[config.mk]
export PLATFORM = sky130hd
export DESIGN_NAME = machine_csr_file
export DESIGN_NICKNAME = d
export VERILOG_FILES = /design/src/rtl/machine_csr_file.sv
export SDC_FILE = /design/constraint.sdc
export NUM_CORES = 1
export LEC_CHECK = 0
export BUFFER_PORTS_ARGS = -buffer_cell sky130_fd_sc_hd__buf_2
export CORE_MARGIN = 4
export CORE_UTILIZATION = 25
export DETAILED_ROUTE_END_ITERATION = 10
export PLACE_DENSITY_LB_ADDON = 0.08
export SETUP_SLACK_MARGIN = 0.05
export SLEW_MARGIN = 20
export SYNTH_ARGS = -nofsm -noshare
export SYNTH_HDL_FRONTEND = slang
export SYNTH_SLANG_ARGS = --single-unit
[constraint.sdc]
create_clock -name clk_in -period 3.12 [get_ports clk_in]
set_clock_uncertainty 0.05 [all_clocks]
set_input_delay 0.156 -clock clk_in [delete_from_list [all_inputs] [get_ports clk_in]]
set_output_delay 0.156 -clock clk_in [all_outputs]
set_load 0.005 [all_outputs]
[src/rtl/machine_csr_file.sv]
//==============================================================================
// Module      : machine_csr_file
// Description : Machine-mode CSR file with Zicsr read/modify/write access,
//               trap-state updates (cause, EPC, MIE stacking), interrupt
//               pending sampling, 64-bit mcycle/minstret counters and the
//               trap vector.
//               Optional feature macro: MTVEC_VECTORED_EN (vectored mtvec).
// Revision    : 1.0 - initial release
//==============================================================================
`default_nettype none

module machine_csr_file #(
    parameter logic [31:0] MTVEC_RESET = 32'h0000_0000,
    parameter int unsigned HART_ID     = 0
) (
    input  logic        clk_in,
    input  logic        rst_n_in,
    input  logic [11:0] csr_addr_in,
    input  logic [2:0]  csr_op_in,
    input  logic        csr_wr_en_in,
    input  logic [31:0] rs1_data_in,
    input  logic [4:0]  zimm_in,
    output logic [31:0] csr_data_out,
    output logic        illegal_csr_out,
    input  logic        set_cause_in,
    input  logic        i_or_e_in,
    input  logic [3:0]  cause_in,
    input  logic        set_epc_in,
    input  logic [31:0] pc_in,
    input  logic        misaligned_exception_in,
    input  logic [31:0] misaligned_addr_in,
    input  logic        mie_clear_in,
    input  logic        mie_set_in,
    input  logic        instruct_inc_in,
    input  logic        eirq_in,
    input  logic        tirq_in,
    input  logic        sirq_in,
    output logic        mie_out,
    output logic        meie_out,
    output logic        mtie_out,
    output logic        msie_out,
    output logic        meip_out,
    output logic        mtip_out,
    output logic        msip_out,
    output logic [31:0] epc_out,
    output logic [31:0] trap_address_out
);

    localparam logic [31:0] c_misa       = 32'h4000_0100;
    localparam logic [31:0] c_align_mask = 32'hFFFF_FFFC;

    // Architectural state
    logic        r_mstatus_mie;
    logic        r_mstatus_mpie;
    logic        r_mie_meie;
    logic        r_mie_mtie;
    logic        r_mie_msie;
    logic        r_mip_meip;
    logic        r_mip_mtip;
    logic        r_mip_msip;
    logic [31:0] r_mtvec_base;     // low two bits always zero
    logic [31:0] r_mscratch;
    logic [31:0] r_mepc;           // low two bits always zero
    logic        r_mcause_int;
    logic [3:0]  r_mcause_code;
    logic [31:0] r_mtval;
    logic [31:0] r_mcycle_lo;
    logic [31:0] r_mcycle_hi;
    logic [31:0] r_minstret_lo;
    logic [31:0] r_minstret_hi;

    logic [1:0]  w_mtvec_mode;
    logic [31:0] w_rd_data;
    logic        w_exists;
    logic        w_wants_write;
    logic        w_read_only;
    logic        w_illegal;
    logic        w_wr;
    logic [31:0] w_operand;
    logic [31:0] w_wr_data;
    logic [63:0] w_cycle_inc;
    logic [63:0] w_instret_inc;

    // Combinational read of the addressed CSR (pre-write value)
    always_comb begin
        w_rd_data = 32'h0;
        w_exists  = 1'b1;
        case (csr_addr_in)
            12'hF11, 12'hF12, 12'hF13: w_rd_data = 32'h0;
            12'hF14: w_rd_data = 32'(HART_ID);
            12'h301: w_rd_data = c_misa;
            12'h300: w_rd_data = {19'h0, 2'b11, 3'b000, r_mstatus_mpie,
                                  3'b000, r_mstatus_mie, 3'b000};
            12'h304: w_rd_data = {20'h0, r_mie_meie, 3'b000, r_mie_mtie,
                                  3'b000, r_mie_msie, 3'b000};
            12'h305: w_rd_data = r_mtvec_base | {30'h0, w_mtvec_mode};
            12'h340: w_rd_data = r_mscratch;
            12'h341: w_rd_data = r_mepc;
            12'h342: w_rd_data = {r_mcause_int, 27'h0, r_mcause_code};
            12'h343: w_rd_data = r_mtval;
            12'h344: w_rd_data = {20'h0, r_mip_meip, 3'b000, r_mip_mtip,
                                  3'b000, r_mip_msip, 3'b000};
            12'hB00, 12'hC00: w_rd_data = r_mcycle_lo;
            12'hB80, 12'hC80: w_rd_data = r_mcycle_hi;
            12'hB02, 12'hC02: w_rd_data = r_minstret_lo;
            12'hB82, 12'hC82: w_rd_data = r_minstret_hi;
            default: w_exists = 1'b0;
        endcase
    end

    // Set/clear with a zero rs1 field is a pure read
    assign w_wants_write = csr_wr_en_in &&
                           ((csr_op_in[1:0] == 2'b01) ||
                            ((csr_op_in[1:0] != 2'b00) && (zimm_in != 5'd0)));
    // Fxx and Cxx address blocks are read-only
    assign w_read_only   = (csr_addr_in[11:10] == 2'b11);
    assign w_illegal     = csr_wr_en_in && (!w_exists || (w_wants_write && w_read_only));
    assign w_wr          = w_wants_write && !w_illegal;
    assign w_operand     = csr_op_in[2] ? {27'h0, zimm_in} : rs1_data_in;

    // Read-modify-write data
    always_comb begin
        w_wr_data = w_operand;
        case (csr_op_in[1:0])
            2'b10:   w_wr_data = w_rd_data | w_operand;
            2'b11:   w_wr_data = w_rd_data & ~w_operand;
            default: w_wr_data = w_operand;
        endcase
    end

    assign illegal_csr_out = w_illegal;
    assign csr_data_out    = w_rd_data;

    // mstatus: trap entry/return stacking has priority over CSR writes
    always_ff @(posedge clk_in) begin
        if (!rst_n_in) begin
            r_mstatus_mie  <= 1'b0;
            r_mstatus_mpie <= 1'b0;
        end else if (mie_clear_in) begin
            r_mstatus_mpie <= r_mstatus_mie;
            r_mstatus_mie  <= 1'b0;
        end else if (mie_set_in) begin
            r_mstatus_mie  <= r_mstatus_mpie;
            r_mstatus_mpie <= 1'b1;
        end else if (w_wr && csr_addr_in == 12'h300) begin
            r_mstatus_mie  <= w_wr_data[3];
            r_mstatus_mpie <= w_wr_data[7];
        end
    end

    // mie enables, mtvec base and mscratch: plain CSR writes
    always_ff @(posedge clk_in) begin
        if (!rst_n_in) begin
            r_mie_meie   <= 1'b0;
            r_mie_mtie   <= 1'b0;
            r_mie_msie   <= 1'b0;
            r_mtvec_base <= MTVEC_RESET & c_align_mask;
            r_mscratch   <= 32'h0;
        end else if (w_wr) begin
            case (csr_addr_in)
                12'h304: begin
                    r_mie_meie <= w_wr_data[11];
                    r_mie_mtie <= w_wr_data[7];
                    r_mie_msie <= w_wr_data[3];
                end
                12'h305: r_mtvec_base <= w_wr_data & c_align_mask;
                12'h340: r_mscratch   <= w_wr_data;
                default: ;
            endcase
        end
    end

    // mip: one-cycle sample of the interrupt lines
    always_ff @(posedge clk_in) begin
        if (!rst_n_in) begin
            r_mip_meip <= 1'b0;
            r_mip_mtip <= 1'b0;
            r_mip_msip <= 1'b0;
        end else begin
            r_mip_meip <= eirq_in;
            r_mip_mtip <= tirq_in;
            r_mip_msip <= sirq_in;
        end
    end

    // mepc: trap strobe wins over a CSR write in the same cycle
    always_ff @(posedge clk_in) begin
        if (!rst_n_in) begin
            r_mepc <= 32'h0;
        end else if (set_epc_in) begin
            r_mepc <= pc_in & c_align_mask;
        end else if (w_wr && csr_addr_in == 12'h341) begin
            r_mepc <= w_wr_data & c_align_mask;
        end
    end

    // mcause/mtval: trap strobe wins over CSR writes in the same cycle
    always_ff @(posedge clk_in) begin
        if (!rst_n_in) begin
            r_mcause_int  <= 1'b0;
            r_mcause_code <= 4'h0;
            r_mtval       <= 32'h0;
        end else if (set_cause_in) begin
            r_mcause_int  <= i_or_e_in;
            r_mcause_code <= cause_in;
            r_mtval       <= misaligned_exception_in ? misaligned_addr_in : 32'h0;
        end else if (w_wr && csr_addr_in == 12'h342) begin
            r_mcause_int  <= w_wr_data[31];
            r_mcause_code <= w_wr_data[3:0];
        end else if (w_wr && csr_addr_in == 12'h343) begin
            r_mtval       <= w_wr_data;
        end
    end

    assign w_cycle_inc   = {r_mcycle_hi, r_mcycle_lo} + 64'd1;
    assign w_instret_inc = {r_minstret_hi, r_minstret_lo} + {63'h0, instruct_inc_in};

    // mcycle: low-word write suppresses the increment; high-word write drops the carry
    always_ff @(posedge clk_in) begin
        if (!rst_n_in) begin
            r_mcycle_lo <= 32'h0;
            r_mcycle_hi <= 32'h0;
        end else if (w_wr && csr_addr_in == 12'hB00) begin
            r_mcycle_lo <= w_wr_data;
        end else if (w_wr && csr_addr_in == 12'hB80) begin
            r_mcycle_hi <= w_wr_data;
            r_mcycle_lo <= w_cycle_inc[31:0];
        end else begin
            {r_mcycle_hi, r_mcycle_lo} <= w_cycle_inc;
        end
    end

    // minstret: same write rules as mcycle, counting retired instructions
    always_ff @(posedge clk_in) begin
        if (!rst_n_in) begin
            r_minstret_lo <= 32'h0;
            r_minstret_hi <= 32'h0;
        end else if (w_wr && csr_addr_in == 12'hB02) begin
            r_minstret_lo <= w_wr_data;
        end else if (w_wr && csr_addr_in == 12'hB82) begin
            r_minstret_hi <= w_wr_data;
            r_minstret_lo <= w_instret_inc[31:0];
        end else begin
            {r_minstret_hi, r_minstret_lo} <= w_instret_inc;
        end
    end

`ifdef MTVEC_VECTORED_EN
    logic [1:0] r_mtvec_mode;

    // mtvec mode: only direct (00) and vectored (01) are accepted
    always_ff @(posedge clk_in) begin
        if (!rst_n_in) begin
            r_mtvec_mode <= 2'b00;
        end else if (w_wr && csr_addr_in == 12'h305 && !w_wr_data[1]) begin
            r_mtvec_mode <= w_wr_data[1:0];
        end
    end

    assign w_mtvec_mode     = r_mtvec_mode;
    assign trap_address_out = r_mtvec_base +
                              (((r_mtvec_mode == 2'b01) && r_mcause_int) ?
                               {26'h0, r_mcause_code, 2'b00} : 32'h0);
`else
    assign w_mtvec_mode     = 2'b00;
    assign trap_address_out = r_mtvec_base;
`endif

    assign mie_out  = r_mstatus_mie;
    assign meie_out = r_mie_meie;
    assign mtie_out = r_mie_mtie;
    assign msie_out = r_mie_msie;
    assign meip_out = r_mip_meip;
    assign mtip_out = r_mip_mtip;
    assign msip_out = r_mip_msip;
    assign epc_out  = r_mepc;

endmodule

`default_nettype wire

==> impl_metrics.toml <==
[cells_and_area]
ff_latch_area_um2 = 5310
final_common_cell = "dfxtp_1"
syn_to_final_growth_pct = 32.4
final_cell_mix = "dfxtp_1, buf_2, buf_4"
multi_input_area_um2 = 10900
nets = 2755
drive_gt1_frac = 0.230
nFillCells = 7154
fin_util = 0.335

[pwr]
seqPwrFrac = 0.391
power.internal_mw = 6.42
irDropWorstVdd_mv = 0.269
power_frac_comb = 0.115
power_mw = 8.96
clkPwrFrac = 0.495
swShare = 0.284
leakagePower_nw = 8.41
powerDensity_nw_per_um2 = 397
power.switching_mw = 2.54

[yosys]
synth.distinct_cells = 106
yosys_most_used_dff = "dfxtp_1"
synth_top_cell_by_area = "dfxtp_1"
synthCells = 2211
synth.top_cell.area_share = 0.311
avgSynthCellArea_um2 = 7.71
yosysSeqAreaShare = 0.311
syn_area_um2 = 17100
ys_top_cells_by_area = "dfxtp_1, o21ai_0, nand2_1, mux2i_1, nor2_1"
synthArstFlopShare = 0
synth-seq-cells = 265
synth_edf_count = 0
ys_warn_count = 0

[timing]
fin_setup_tns_ps = 0
fmax_mhz = 349
holdWs_ps = 34.7
maxSlewViolCount = 0
worstMarginPinSlew_ps = 1050
rsz0062_at_grt = "no"
fin_ws_ps = 251
relSlewSlack = 0.295
period_share = 0.920
hold_violations = 0
fin_crit_ps = 2870
setup_viol = 0

[clock_network]
root_buffer = "clkbuf_16"
insertion_delay_ps = 580
clkTransAtPathRegs_ps = 60
clock_sinks = 265
cts_tree = "built"
cts-htree-levels = 2
cts_buffers = 37
cts_max_path_buffers = 3

[route]
met3_length_um = 8130
ant_nets = 0
drtPass1Iterations = 7
remaining_drc_errors = 0
wirelength_um = 108000
highest_layer = "met4"
via_count = 20800
vias_per_cell = 5.90
wl_met1_um = 47900
dr_wl_met2_um = 48700
wl_per_cell_um = 30.7
drt-initial-drc-count = 2286

[floorplan]
io-pin-count = 237
die-area_um2 = 72500
die_x_um = 269
die_y_um = 269
fp.coreArea_um2 = 67400
initial_core_util = 0.253
fp-row-count = 95

[setup_path]
critPathTopFamily = "simple AND/OR/NAND/NOR gates"
start_kind = "flop"
required_ps = 3540
endpoint_kind = "flop"
crit_path_cell_trace = "nand4_1 -> nor3_1 -> nand4_1 -> or4_1 -> or3_1 -> o211ai_1"
crit_arrival_ps = 3290
path_class = "flop to flop"
crit_path_top_delay_cell = "nor3_1"
critPathMaxFanout = 8
max_stage_delay_ps = 600
path_common_cell = "nand4_1"
cp-startpoint = "r_minstret_hi[1]"
worstPathBufferInverterCount = 0
worstReg2RegStart = "r_minstret_hi[1]"

[global_route]
antenna_found_initial = 1
grt_max_degree = 52
grt_pass1_vias = 19900
grt_pass1_wl_um = 152000
overflow = 0
grt.total_usage = 0.284

[min_path]
hold_start = "rs1_data_in[14]"
hold_class = "input port to flop"

[placement]
gp_congestion = 0.955
port_buffers = 230
dp_worst_setup_slack_ps = -39.5
hpwl_um = 85000

[job]
drv_cap = 0

[status]
status = "complete, no violations"
==> worst reg2reg max path, delay by kind of cell, from the launching register on <==
family	cells	cell delay [ps]
and+or+nand+nor	5	2170
DFF	1	480
AOI/OAI and AO/OA	1	100
==> what timing repair did <==
action,4_1_cts,5_1_grt
buffers inserted,0,0
hold buffers,79,0
endpoints found under the hold margin,78,0
resized for setup,0,0
==> final cells by class <==
class	instances	share of cell area
Tap cell	873	0.0484
Timing Repair Buffer	551	0.175
Clock buffer	50	0.0463
Multi-Input combinational cell	1738	0.483
Antenna cell	1	0.000111
Clock inverter	16	0.00765
Sequential cell	265	0.235
Inverter	26	0.00443
==> synth_stat cells (9+ instances only) <==
cell / n
nor4_1: 34
xor2_1: 17
o211ai_1: 28
o22ai_1: 16
a22oi_1: 41
nand4_1: 57
o21a_1: 13
nor3_1: 70
mux2_2: 12
o21ai_0: 180
a32oi_1: 12
and4_1: 15
and3_1: 40
clkbuf_1: 120
buf_2: 47
o31ai_1: 11
mux2i_1: 67
and2_1: 19
or3_1: 31
a41oi_1: 19
xnor2_1: 42
a211oi_1: 72
a31oi_1: 70
nor2_1: 176
or4_1: 21
nand2b_1: 15
a21oi_1: 125
o2bb2ai_1: 19
a31o_2: 9
o31a_1: 13
o311a_1: 9
nand2_1: 211
or2_2: 9
nand3_1: 88
inv_1: 24
dfxtp_1: 265
==> power by group through the flow <==
stage          clock network [mW]  logic, mW  registers, mW
6_report                     4.43       1.03           3.50
4_1_cts                      4.51       1.01           3.50
3_3_place_gp                    0      0.928           3.57
2_1_floorplan                   0      0.419           3.55
5_1_grt                      4.61       1.08           3.51
3_5_place_dp                    0      0.929           3.57
==> flip-flops by register name (all words and copies together) (netlist names), 4 cells and up <==
signal	cells
r_mcycle_hi	32
epc_out	30
r_mcause_code	4
r_mscratch	32
r_minstret_lo	32
trap_address_out	30
r_mcycle_lo	32
r_mtval	32
r_minstret_hi	32
==> per-stage QoR <==
| step | instance area [µm²] | std cells |
|---|---|---|
| floorplan | 17100 | 2214 |
| global placement | 20600 | 3374 |
| detailed placement | 20600 | 3374 |
| CTS | 22600 | 3519 |
| global route | 22600 | 3519 |
| finish | 22600 | 3520 |
==> kinds of logic after synthesis <==
kind of cell / after synthesis / synth area share
fa+ha+maj: 3 / 0.00220
other cells: 1 / 0.000220
compound gates: 744 / 0.294
mux: 81 / 0.0499
buf+inv: 211 / 0.0527
xor+xnor: 59 / 0.0303
flops: 265 / 0.311
simple gates: 847 / 0.260
==> path summary, 6_finish.rpt <==
kind                  endpoint  slack (ps)  cells past startpoint
max          r_minstret_hi[24]         250                      6
min reg2reg     r_mscratch[31]         430                      2
min                r_mtval[14]          30                      5
max reg2reg  r_minstret_hi[24]         250                      6
==> per-layer routing <==
layer,track usage,up-vias
li1,-,9275
met1,0.393,10300
met2,0.462,1013
met3,0.0420,165
met4,0.0815,0
met5,0,-
No activity file was read; power rests on OpenSTA's default activity.
